[src/rtl/sva_chk_pkg.sv]
// Shared types and helpers for the range-delay checker (ant |-> ##[MIN_DLY:MAX_DLY] cons).
package sva_chk_pkg;

    localparam int MAX_DLY_LIMIT = 31;
    localparam int CHK_CNT_W     = 16;

    typedef logic [CHK_CNT_W-1:0] chk_cnt_t;

    typedef enum logic [1:0] {
        RES_NONE = 2'd0,
        RES_PASS = 2'd1,
        RES_FAIL = 2'd2,
        RES_BOTH = 2'd3
    } chk_res_e;

    // Add at one extra bit, then clamp to all-ones so the counter never wraps.
    function automatic chk_cnt_t sat_add(input chk_cnt_t a, input chk_cnt_t b);
        logic [CHK_CNT_W:0] sum;
        sum = {1'b0, a} + {1'b0, b};
        return sum[CHK_CNT_W] ? '1 : sum[CHK_CNT_W-1:0];
    endfunction

endpackage

[src/rtl/sva_chk_popcount.sv]
// Combinational popcount of the per-age pass and fail masks for one sample.
module sva_chk_popcount
    import sva_chk_pkg::*;
#(
    parameter int W  = 4,
    parameter int CW = $clog2(W + 1)
) (
    input  logic [W-1:0]  pass_mask,
    input  logic [W-1:0]  fail_mask,
    output logic [CW-1:0] npass,
    output logic [CW-1:0] nfail
);

    always_comb begin
        npass = '0;
        nfail = '0;
        for (int i = 0; i < W; i++) begin
            npass = npass + CW'(pass_mask[i]);
            nfail = nfail + CW'(fail_mask[i]);
        end
    end

endmodule

[config.mk]
export PLATFORM = sky130hd
export DESIGN_NAME = sva_chk_popcount
export DESIGN_NICKNAME = d
export VERILOG_FILES = /design/src/rtl/sva_chk_pkg.sv /design/src/rtl/sva_chk_popcount.sv
export SDC_FILE = /design/constraint.sdc
export NUM_CORES = 1
export LEC_CHECK = 0
export BUFFER_PORTS_ARGS = -buffer_cell sky130_fd_sc_hd__buf_2
export CAP_MARGIN = 20
export CORE_AREA = 8 8 45 47
export DETAILED_ROUTE_END_ITERATION = 10
export DIE_AREA = 0 0 53 55
export SLEW_MARGIN = 20
export SYNTH_ARGS = -nofsm -noshare
export SYNTH_HDL_FRONTEND = slang
export SYNTH_SLANG_ARGS = --single-unit
[constraint.sdc]
create_clock -name vclk -period 2.5
set_input_delay 0.25 -clock vclk [all_inputs]
set_output_delay 0.25 -clock vclk [all_outputs]
set_load 0.005 [all_outputs]
**After elaboration in Yosys (flattened, before gate mapping)**

Cells that the tools add are included.

- $add $sub $neg: 6
- Multipliers: 0
- Div/mod/pow operators: 0
- Magnitude comparators: 0
- Eq/ne operators: 0
- Shifts and indexed selects: 0
- Multiplexer cells: 0
- Bitwise gates (word level): 0
- Reduce and logical (&&, ||, !) cells: 0

Operators with widths:

| cell | count |
|---|---|
| $add 2x1->3 | 2 |
| $add 3x1->3 | 2 |
| $add 1x1->2 | 2 |

- Flip-flop bits (word level): 0
- Latch bits: 0
- RAM bits: 0
- ROM bits: 0
- Output and inout port bits: 6
- Word-level logic and storage cells: 6
- Memories: 0

**Logic depth before layout (Yosys ltp)**

- Depth after elaboration: 3
- Mapped depth: 5
- Depth with buffers taken out: 5

**Worst setup path before layout**

Ideal clock, no wire load.

- Path kind: in2out
- Start: input port fail_mask[0]
- End: output port nfail[1]
- Arrival time: 1.282 ns
- Required time: 2.250 ns
- Path slack: 0.968 ns
- Cell stages on the path: 5
- Path buffers: 0
- Cells stage by stage: inv_1 > fa_1 > inv_1 > ha_1 > ha_1

- Cells in the longest elaborated chain, start to end: 3

RTL lines:

| what | line | source |
|---|---|---|
| from (decl) | sva_chk_popcount.sv:9 | `input logic [W-1:0] fail_mask,` |
| $add 1x1->2 | sva_chk_popcount.sv:19 | `nfail = nfail + CW'(fail_mask[i]);` |
| $add 2x1->3 | sva_chk_popcount.sv:19 |  |
| $add 3x1->3 | sva_chk_popcount.sv:19 |  |
| to (decl) | sva_chk_popcount.sv:11 | `output logic [CW-1:0] nfail` |

Every way passes these cells.

**Worst setup path after layout**

Same ends and word-level chain as after synthesis.

==> impl_metrics.yaml <==
run_status:
  status: "finished, final reports clean"
placed_design:
  io_buffers: 14
  place_congestion: 0.5362
  numPlacedInstances: 46
  post-dp-hpwl_um: 343.8
cts:
  postCtsHoldBufs: 0
  postCtsSetupBuffers: 0
  cts_resized: 0
logic_synthesis:
  synth_top_family_by_area: "adder cells"
  yosysTopAreaCellShare_pct: 39.22
  synth_nets: 30
  synth_area_sq_um: 127.6
  synthAdderAreaFrac_pct: 70.59
  avgSynthCellArea_sq_um: 7.976
  ys_seq_area_share_pct: 0
  synth.mux.area_fraction_pct: 0
  ys_top_cells_by_area: "ha_1, fa_1, inv_1"
  synth-compound-area-share_pct: 0
  yosys_warnings: 0
  synth_xor_area_share_pct: 0
  ys_types: 3
  netlist_instances: 16
  synth.largest_area_cell: "ha_1"
  yosys.area_share.simple_pct: 0
final_layout:
  seq_cell_count: 0
  nClkBuffers: 0
  final_layout_size_suffix_gt1_share_pct: 46.67
  nNetsFinal: 46
  antennaDiodeCount: 0
  seq_area_sq_um: 0
  final_cells: 46
  area_delta_synth_final_pct: 70.59
  final_common_cell: "buf_2"
  nFillCells: 157
  layout_common_cells: "buf_2, inv_1, ha_1, fa_1"
sta:
  worst_pin_slew_ns: 0.07462
  hold_viol_final: 0
  slew_violations: 0
  relSlewSlack_pct: 95.01
  min_period_ns: 1.750
  fmax_mhz: 571.5
  setup_viol_count_final: 0
  min_period_over_period_pct: 69.99
  setup-tns-final_ns: 0
  rsz0062_at_grt: "no"
grt:
  grt_antenna_before_repair: 0
  grt-busiest-layer: "met2"
  use_met3_pct: 0.5348
  grt_max_degree: 2
  grt-ovfl-total: 0
  use_met1_pct: 2.124
  grt_use_met2_pct: 5.273
  grt_pass1_wl_um: 586
  grt_use_total_pct: 2.348
  grt_pass1_vias: 172
detailed_routing:
  avgRoutedWirePerCell_um: 7.239
  via_per_inst: 3.152
  route.detailed.drc: 0
  dr.first_iter.drc_count: 0
  ant_nets: 0
  wirelength_um: 333
  drt_pass1_iterations: 1
  vias: 145
critical_path:
  slowest_stage: "fa_1"
  arrival_ns: 1.50
  crit_path_start_kind: "input port"
  max_stage_delay_ns: 0.53
  cp-end-kind: "output pin"
  worstPathRequired_ns: 2.25
  crit_buf_inv: 4
  crit_type: "in -> out"
  critPathTopFamily: "adder cells"
  path_cells: "buf_2, inv_1, fa_1, inv_1, ha_1, ha_1, buf_2"
  crit_cells: 7
  path_max_fanout: 1
min_path:
  hold_class: "in -> out"
  min_delay_path_depth: 3
power_and_ir_drop:
  leakagePower_uw: 0.0001579
  power-per-cell-area_nw_per_um2: 191.2
  p_total_uw: 41.63
  irDropWorstVdd_mv: 0.04616
run:
  max_cap_viol_count: 0
floorplan:
  die-area_sq_um: 2915
  initial_core_util_pct: 9.222
  die_w_um: 53
  io_pins: 14
  coreArea_sq_um: 1384
  fp.dieH_um: 55
  rows: 14
[kinds of logic after synthesis]
group                    Yosys count
adder cells (fa/ha/maj)            6
buffers and inverters             10
[cells in the mapped netlist, drive strengths merged]
cell,n
inv,10
ha,4
fa,2
[through the flow]
step | setup slack, ns | hold WS, ns | utilization, % | area, sq um
6_report | 0.7503 | 0.7909 | 15.73 | 217.7
5_1_grt | 0.6781 | 0.8133 | 15.73 | 217.7
4_1_cts | 0.7394 | 0.7983 | 15.73 | 217.7
3_5_place_dp | 0.7432 | 0.7977 | 15.73 | 217.7
3_3_place_gp | 0.7633 | 0.7950 | 15.73 | 217.7
2_1_floorplan | 0.9680 | 0.6189 | - | 127.6
[final cells by class]
type | count | area (sq um) | share of cell area (%)
Inverter | 10 | 37.54 | 17.24
Multi-Input combinational cell | 6 | 90.09 | 41.38
Tap cell | 16 | 20.02 | 9.195
Timing Repair Buffer | 14 | 70.07 | 32.18
[routing by layer]
layer,part of all wire (%),vias to the layer above
met5,0,-
met1,31,70
met4,0,0
met3,7.8,0
met2,61,5
li1,-,70
[final timing paths]
check,startpoint,to
hold / removal,pass_mask[2],npass[0]
setup / recovery,fail_mask[0],nfail[1]
[worst min-delay path: cells and delay by family]
family / cells / cell delay [ns]
buf+inv: 2 / 0.18
fa+ha+maj: 1 / 0.11
[report_power, final]
group	total, uW	internal, uW	switching (uW)	leakage (uW)
logic	41.6	21.8	19.8	0.000158
registers	0	0	0	0
clock network	0	0	0	0
total	41.6	21.8	19.8	0.000158
Note: power is estimated with default switching activity, not from simulation.
